$ cat src/rtl/id_stage_hazard.sv
// Purpose: MIPS decode stage with register file, opcode decoder, load-use hazard FSM and ID/EX register.
// Latency: one cycle from IF/ID inputs to ID/EX outputs.
// Backpressure: ex_ready_i low freezes ID/EX and the FSM and raises stall_o. flush_i overrides everything.
// Optional: define ID_WB_BYPASS_EN for write-through of same-cycle write-back to register reads.
module id_stage_hazard #(
    parameter int XLEN             = 32,
    parameter int LOAD_USE_BUBBLES = 1,   // legal range 1..3
    parameter int PC_W             = 32
) (
    input  logic            clk,
    input  logic            rst_n,
    input  logic            if_valid_i,
    input  logic [31:0]     if_instr_i,
    input  logic [PC_W-1:0] if_pc_i,
    input  logic            flush_i,
    input  logic            ex_ready_i,
    input  logic            wb_we_i,
    input  logic [4:0]      wb_addr_i,
    input  logic [XLEN-1:0] wb_data_i,
    output logic            stall_o,
    output logic            ex_valid_o,
    output logic [11:0]     ex_ctrl_o,
    output logic [4:0]      ex_rs_o,
    output logic [4:0]      ex_rt_o,
    output logic [4:0]      ex_rd_o,
    output logic [XLEN-1:0] ex_rdata1_o,
    output logic [XLEN-1:0] ex_rdata2_o,
    output logic [XLEN-1:0] ex_imm_o,
    output logic [PC_W-1:0] ex_pc_o
);

    localparam logic [5:0] OP_RTYPE = 6'b000000;
    localparam logic [5:0] OP_LW    = 6'b100011;
    localparam logic [5:0] OP_LH    = 6'b100001;
    localparam logic [5:0] OP_LB    = 6'b100000;
    localparam logic [5:0] OP_SW    = 6'b101011;
    localparam logic [5:0] OP_BEQ   = 6'b000100;
    localparam logic [5:0] OP_ADDI  = 6'b001000;
    localparam logic [5:0] OP_ANDI  = 6'b001100;
    localparam logic [5:0] OP_ORI   = 6'b001101;

    // Counter preload when entering STALL; only used when more than one bubble is needed.
    localparam logic [1:0] BUB_INIT = 2'(LOAD_USE_BUBBLES - 1);

    typedef enum logic {ST_RUN, ST_STALL} state_t;

    // ID/EX entry; a bubble is the all-zero value.
    typedef struct packed {
        logic            vld;
        logic [11:0]     ctrl;
        logic [4:0]      rs;
        logic [4:0]      rt;
        logic [4:0]      rd;
        logic [XLEN-1:0] rdata1;
        logic [XLEN-1:0] rdata2;
        logic [XLEN-1:0] imm;
        logic [PC_W-1:0] pc;
    } idex_t;

    logic [XLEN-1:0] r_regs [32];
    idex_t           r_idex;
    state_t          r_state;
    logic [1:0]      r_cnt;

    logic [5:0]      w_op;
    logic [4:0]      w_rs;
    logic [4:0]      w_rt;
    logic [XLEN-1:0] w_rdata1;
    logic [XLEN-1:0] w_rdata2;
    logic [11:0]     w_ctrl;
    logic            w_rt_src;
    logic            w_hazard;
    idex_t           w_dec;

    assign w_op = if_instr_i[31:26];
    assign w_rs = if_instr_i[25:21];
    assign w_rt = if_instr_i[20:16];

    // Register file write port; register 0 is never written.
    always_ff @(posedge clk or negedge rst_n) begin
        if (!rst_n) begin
            for (int i = 0; i < 32; i++) begin
                r_regs[i] <= '0;
            end
        end else if (wb_we_i && (wb_addr_i != 5'd0)) begin
            r_regs[wb_addr_i] <= wb_data_i;
        end
    end

    // Combinational read ports, optionally forwarding the write-back value in the same cycle.
    always_comb begin
        w_rdata1 = (w_rs == 5'd0) ? '0 : r_regs[w_rs];
        w_rdata2 = (w_rt == 5'd0) ? '0 : r_regs[w_rt];
`ifdef ID_WB_BYPASS_EN
        if (wb_we_i && (wb_addr_i != 5'd0) && (wb_addr_i == w_rs)) w_rdata1 = wb_data_i;
        if (wb_we_i && (wb_addr_i != 5'd0) && (wb_addr_i == w_rt)) w_rdata2 = wb_data_i;
`endif
    end

    // Opcode decoder: control word layout {alu_op[2:0], load_mode[1:0], branch, mem_to_reg, mem_read, mem_write, alu_src, reg_write, reg_dst}.
    always_comb begin
        w_ctrl   = 12'h000;
        w_rt_src = 1'b0;
        unique case (w_op)
            OP_RTYPE: begin w_ctrl = {3'b010, 2'b00, 7'b0000011}; w_rt_src = 1'b1; end
            OP_LW:    w_ctrl = {3'b000, 2'b00, 7'b0110110};
            OP_LH:    w_ctrl = {3'b000, 2'b01, 7'b0110110};
            OP_LB:    w_ctrl = {3'b000, 2'b10, 7'b0110110};
            OP_SW:    begin w_ctrl = {3'b000, 2'b00, 7'b0001100}; w_rt_src = 1'b1; end
            OP_BEQ:   begin w_ctrl = {3'b001, 2'b00, 7'b1000000}; w_rt_src = 1'b1; end
            OP_ADDI:  w_ctrl = {3'b000, 2'b00, 7'b0000110};
            OP_ANDI:  w_ctrl = {3'b011, 2'b00, 7'b0000110};
            OP_ORI:   w_ctrl = {3'b100, 2'b00, 7'b0000110};
            default:  w_ctrl = 12'h000;
        endcase
    end

    // Assemble the next ID/EX entry from the instruction in ID.
    always_comb begin
        w_dec        = '0;
        w_dec.vld    = if_valid_i;
        w_dec.ctrl   = w_ctrl;
        w_dec.rs     = w_rs;
        w_dec.rt     = w_rt;
        w_dec.rd     = if_instr_i[15:11];
        w_dec.rdata1 = w_rdata1;
        w_dec.rdata2 = w_rdata2;
        w_dec.pc     = if_pc_i;
        if ((w_op == OP_ANDI) || (w_op == OP_ORI)) begin
            w_dec.imm = {{(XLEN-16){1'b0}}, if_instr_i[15:0]};
        end else begin
            w_dec.imm = {{(XLEN-16){if_instr_i[15]}}, if_instr_i[15:0]};
        end
    end

    // Load in EX whose destination is read by the instruction in ID; $0 never creates a hazard.
    assign w_hazard = r_idex.vld && r_idex.ctrl[4] && (r_idex.rt != 5'd0) && if_valid_i &&
                      ((r_idex.rt == w_rs) || (w_rt_src && (r_idex.rt == w_rt)));

    // Stall request: flush wins, then EX backpressure, then the bubble sequence.
    always_comb begin
        if (flush_i) begin
            stall_o = 1'b0;
        end else if (!ex_ready_i) begin
            stall_o = 1'b1;
        end else if (r_state == ST_STALL) begin
            stall_o = 1'b1;
        end else begin
            stall_o = w_hazard;
        end
    end

    // Hazard FSM and ID/EX register update in priority order.
    always_ff @(posedge clk or negedge rst_n) begin
        if (!rst_n) begin
            r_idex  <= '0;
            r_state <= ST_RUN;
            r_cnt   <= 2'd0;
        end else if (flush_i) begin
            r_idex  <= '0;
            r_state <= ST_RUN;
            r_cnt   <= 2'd0;
        end else if (ex_ready_i) begin
            if (r_state == ST_STALL) begin
                r_idex <= '0;
                r_cnt  <= r_cnt - 2'd1;
                if (r_cnt <= 2'd1) begin
                    r_state <= ST_RUN;
                end
            end else if (w_hazard) begin
                r_idex <= '0;
                if (LOAD_USE_BUBBLES > 1) begin
                    r_cnt   <= BUB_INIT;
                    r_state <= ST_STALL;
                end
            end else begin
                r_idex <= w_dec;
            end
        end
    end

    assign ex_valid_o  = r_idex.vld;
    assign ex_ctrl_o   = r_idex.ctrl;
    assign ex_rs_o     = r_idex.rs;
    assign ex_rt_o     = r_idex.rt;
    assign ex_rd_o     = r_idex.rd;
    assign ex_rdata1_o = r_idex.rdata1;
    assign ex_rdata2_o = r_idex.rdata2;
    assign ex_imm_o    = r_idex.imm;
    assign ex_pc_o     = r_idex.pc;

endmodule

$ cat config.mk
export PLATFORM = sky130hd
export DESIGN_NAME = id_stage_hazard
export DESIGN_NICKNAME = d
export VERILOG_FILES = /design/src/rtl/id_stage_hazard.sv
export SDC_FILE = /design/constraint.sdc
export NUM_CORES = 2
export LEC_CHECK = 0
export BUFFER_PORTS_ARGS = -buffer_cell sky130_fd_sc_hd__buf_2
export CAP_MARGIN = 25
export CORE_UTILIZATION = 35
export DETAILED_ROUTE_END_ITERATION = 10
export GPL_TIMING_DRIVEN = 0
export PLACE_DENSITY = 0.57
export SLEW_MARGIN = 40
export SYNTH_ARGS = -nofsm -noshare
export SYNTH_HDL_FRONTEND = slang
export SYNTH_SLANG_ARGS = --single-unit
$ cat constraint.sdc
create_clock -name clk -period 2.2 [get_ports clk]
set_clock_uncertainty 0.2 [all_clocks]
set_input_delay 0.11 -clock clk [delete_from_list [all_inputs] [get_ports clk]]
set_output_delay 0.11 -clock clk [all_outputs]
set_load 0.1 [all_outputs]
# Word-level counts from Yosys, hierarchy flattened
# Index checks and enable logic that the tools add are counted.
# word_totals
ff_bits	1183
inputBits	107
out_inout_bits	157
word_cells	108
# op_classes
n_addsub	1
magnitude_cmp	5
n_eq_ne	10
mux	28
n_bitwise	3
n_reduce_logical	18
# op_table
cell	n
$bwmux W1024	1
$mux W156	4
$bmux W32 S5	2
$mux W32	8
$demux W32 S5	1
$pmux W12 S9	1
$eq A6 B6 Y1 const B	4
$eq A6 B4 Y1 const B	3
$ge A6 B6 Y1 const B	3
$not A5 Y6	3
$eq A5 B5 Y1	2
$logic_not A5 Y1	2
$reduce_bool A5 Y1	2
$mux W1	8
$logic_and A1 B1 Y1	7
$eq A6 B3 Y1 const B	1
$logic_not A6 Y1	1
$lt A6 B1 Y1 const B	1
$mux W2	3
$reduce_bool A2 Y1	2
$reduce_or A3 Y1	1
$le A2 B1 Y1 const B	1
$logic_or A1 B1 Y1	2
$reduce_and A2 Y1	1
$sub A2 B1 Y2 const B	1

# Longest topological paths before layout
# logic_depth
depth_word	10
mapped_depth	11
depth_no_buf	6

# Least setup slack after synthesis
# Ideal clock, no wire load.
# synth_timing
path_kind	reg-to-output
startpoint	reg r_idex, in the netlist ex_rt_o[4]
endpoint	out stall_o
arrival_time_ns	3.287
t_required_ns	1.890
path_slack_ns	-1.397
path_stages_with_launch	6
n_path_buf	0
path_cell_list	dfrtp_1 > xor2_1 > nor4_1 > and4_4 > nor2_1 > a31oi_1
# synth_between
elab_chain_cells	7
word_cells_on_any_way	11
cone_classes	2 x eq/ne; 3 x mux; 6 x reduce/logical
# synth_rtl
element	line	text
start: declaration	61	idex_t r_idex;
start signal: assignment	177	r_idex <= w_dec;
$eq A5 B5 Y1 or $reduce_bool A5 Y1 (tied branches)	138, 137	
$logic_and A1 B1 Y1, on equally long branches	138, 137	
$logic_or A1 B1 Y1 or $logic_and A1 B1 Y1 (tied branches)	138, 137	
$logic_and A1 B1 Y1 (*)	137	assign w_hazard = r_idex.vld && r_idex.ctrl[4] && (r_idex.rt != 5'd0) && if_valid_i &&
$mux W1 (*)	146	end else if (r_state == ST_STALL) begin
$mux W1 (*)	144	end else if (!ex_ready_i) begin
$mux W1 (*)	142	if (flush_i) begin
end: declaration	20	output logic stall_o,
# Every way passes the cells marked *; elsewhere a longest branch is shown, timed or not.

# Final worst setup path
# layout_timing
startpoint	reg r_idex, in the netlist ex_rt_o[3]
endpoint	out stall_o
# The elaborated chain is that of the path after synthesis.

==> impl_metrics.py <==
metrics = {
    "run_status": {
        "status": "finished, violations left",
        "violations": "negative hold slack, negative setup slack",
    },
    "drt": {
        "vias": 42400,
        "viasPerCell": 5.91,
        "first_pass_iters": 6,
        "drt_iter0_markers": 4174,
        "wl_um": 238000,
        "drc_errors": 0,
        "ant_nets": 0,
        "wl_per_cell_um": 33.0,
    },
    "sta": {
        "rsz0062_at_grt": "true",
        "hold_viol_final": 217,
        "tns_ps": -71740,
        "maxSlewViolCount": 0,
        "setup_ws_ps": -538,
        "hold_ws_ps": -190,
        "fmax_ghz": 0.365,
        "setup_viol": 486,
        "tightestPinTransition_ps": 936,
        "timing.final.crit_share_pct": 124,
        "timing.final.crit_period_ps": 2740,
        "timing.slew.headroom_pct": 37.6,
    },
    "floorplanning": {
        "die_area_um2": 175000,
        "die_h_um": 418,
        "coreArea_um2": 172000,
        "initial_utilization_pct": 35.2,
        "fp-row-count": 152,
        "die_w_um": 418,
        "ioPinCount": 264,
    },
    "critical_path": {
        "endpoint_kind": "output pin",
        "crit_arrival_ps": 2430,
        "reg2reg_to": "ex_rdata1_o[11]",
        "r2r_slack_ps": -490,
        "r2r_start": "ex_rt_o[1]",
        "cp_data_required_time_ps": 1890,
        "path_max_fanout": 4,
        "path_class": "reg -> out",
        "critPathLaunchType": "flop",
        "reg2reg_depth": 12,
    },
    "final_layout": {
        "synthToLayoutAreaGrowth_pct": 20.9,
        "layout.cells.non_filler": 7187,
        "final_cell_mix": "dfrtp_1 (1154), mux2_2 (1054), mux4_2 (444), buf_2 (377), mux2i_1 (198)",
        "mostFrequentLayoutCell": "dfrtp_1",
        "final_area_um2": 73200,
        "nNetsFinal": 4867,
        "drive_gt1_share_pct": 51.3,
        "fin_util_pct": 42.6,
    },
    "job": {
        "drv_cap": 0,
    },
    "synth": {
        "avgSynthCellArea_um2": 14.8,
        "ys_seq_elements": 1162,
        "syn_inst": 4100,
        "yosysSeqAreaShare_pct": 48.1,
        "async_reset_ff_share_pct": 100,
        "syn_nets": 4207,
        "yosysUniqueCellTypes": 52,
        "synthFlopType": "dfrtp_1",
        "yosys_warnings": 0,
        "synth_edf_count": 0,
        "syn_area_um2": 60500,
    },
    "clocking": {
        "clk_pin_slew_ps": 60,
        "cts_made_buffers": 134,
        "cts_sinks": 1162,
        "htree_levels": 4,
        "cts_root_buf": "clkbuf_16",
        "clock_path_buffers": 3,
        "cts_tree": "yes",
        "insertion_delay_ps": 810,
    },
    "grt": {
        "first_global_vias": 42400,
        "grt_usage_pct": 26.9,
        "grt_pass1_wl_um": 332000,
        "grt_max_degree": 103,
        "antenna_found_initial": 21,
        "grt.overflow.total": 0,
    },
    "worst_hold_path": {
        "hold_path.class": "in -> async",
    },
    "placement": {
        "dp_slack_ps": -1130,
        "placed_cells": 6679,
        "placed_area_um2": 65200,
        "hpwl_um": 176000,
        "io_buffers": 255,
        "place.gp.congestion": 0.989,
    },
    "power": {
        "p_per_area_nw_per_um2": 900,
        "leakagePower_nw": 32.1,
        "power_mw": 65.9,
        "ir_drop_mv": 0.900,
    },
}
-- area by class of cell --
type	count	area [um^2]
well taps	2310	2890
inverters	5	18.8
repair buffers	525	4610
clock inverters	43	546
multi-input cells	2463	29500
clock buffers	196	3950
flip-flops and latches	1162	29100
fillers	15600	98600
plain buffers	469	2550
diodes	14	35.0
-- worst max path at each step --
stage                    from  slack [ps]        endpoint  cells after the start
2_1_floorplan      ex_rt_o[0]        -100         stall_o                      5
3_3_place_gp            rst_n      -29880      ex_rt_o[3]                      1
3_5_place_dp   if_instr_i[17]       -1130  ex_rdata2_o[1]                      9
4_1_cts            ex_rt_o[0]        -600         stall_o                      6
5_1_grt            ex_rt_o[0]        -630         stall_o                      6
6_report           ex_rt_o[3]        -540         stall_o                      6
-- metal layers --
| metal | GRT usage (%) | vias up | share of wire, % | routed length [um] |
|---|---|---|---|---|
| met5 | 0 | - | 0.013 | 32 |
| met4 | 15.6 | 4 | 6.6 | 15800 |
| met3 | 6.13 | 570 | 7.9 | 18800 |
| met2 | 42.0 | 2066 | 46 | 109000 |
| met1 | 34.4 | 22700 | 40 | 93900 |
| li1 | - | 17100 | - | - |
-- cells by family (layout without fill, tap and decap cells) --
| family | count (synthesis) | count (layout) | synth area share [%] |
|---|---|---|---|
| AOI/OAI and AO/OA | 382 | 382 | 5.21 |
| xor gates and xnor gates | 12 | 12 | 0.174 |
| buffers and inverters | 475 | 1238 | 3.95 |
| DFF | 1162 | 1162 | 48.1 |
| muxes | 1696 | 1696 | 39.4 |
| other | 0 | 14 | 0 |
| and+or+nand+nor | 373 | 373 | 3.19 |
-- repair_timing --
item | in CTS | in global routing
resized for setup | 102 | 111
pin swaps | 12 | 12
setup endpoints to repair | 152 | 870
setup buffers | 17 | 18
cloned | 5 | 8
hold buffers | 203 | 4
endpoints found under the hold margin | 1566 | 209
-- registers in the layout (all words and copies together), names as in the netlist --
register and flops:
ex_rt_o 5, ex_imm_o 13, ex_ctrl_o 11, ex_rd_o 4
r_state 1, ex_rs_o 5, ex_pc_o 32, r_regs 1024
r_cnt 2, ex_rdata1_o 32, ex_rdata2_o 32, ex_valid_o 1
-- critical path: stages (launching register included) --
cell	delay, ps
dfrtp_4	540
xor2_1	180
nor3_1	200
and4_4	280
nor2_4	50
a31oi_4	150
buf_12	200
-- synth_stat cells, types with 7 or more instances --
cell type	count	area (um^2)
nor2_1	53	199
dfrtp_1	1162	29100
o22ai_1	80	500
a211oi_2	20	250
clkbuf_1	197	739
nand3_1	90	450
nor2b_1	7	43.8
or3b_1	20	175
xor2_1	8	70.1
mux2i_1	198	1980
buf_2	137	686
a21oi_1	18	90.1
a221oi_1	21	184
buf_4	52	390
nand3b_1	8	60.1
nor3_1	9	45.0
buf_1	58	218
o21ai_0	33	165
a221oi_2	30	450
nand2_1	130	488
mux4_2	444	10000
mux2_2	1054	11900
a211oi_1	89	668
a22o_1	63	552
buf_6	21	236
or3b_2	33	289
a32o_1	9	90.1
-- power by group --
group / internal (mW) / switching (mW) / leakage (nW) / total (mW)
Sequential: 25.1 / 2.90 / 15.0 / 28.0
Clock: 13.7 / 9.69 / 2.20 / 23.3
Combinational: 7.41 / 7.12 / 14.9 / 14.5
Total: 46.2 / 19.7 / 32.1 / 65.9
Power figures use the tool's default switching activity.
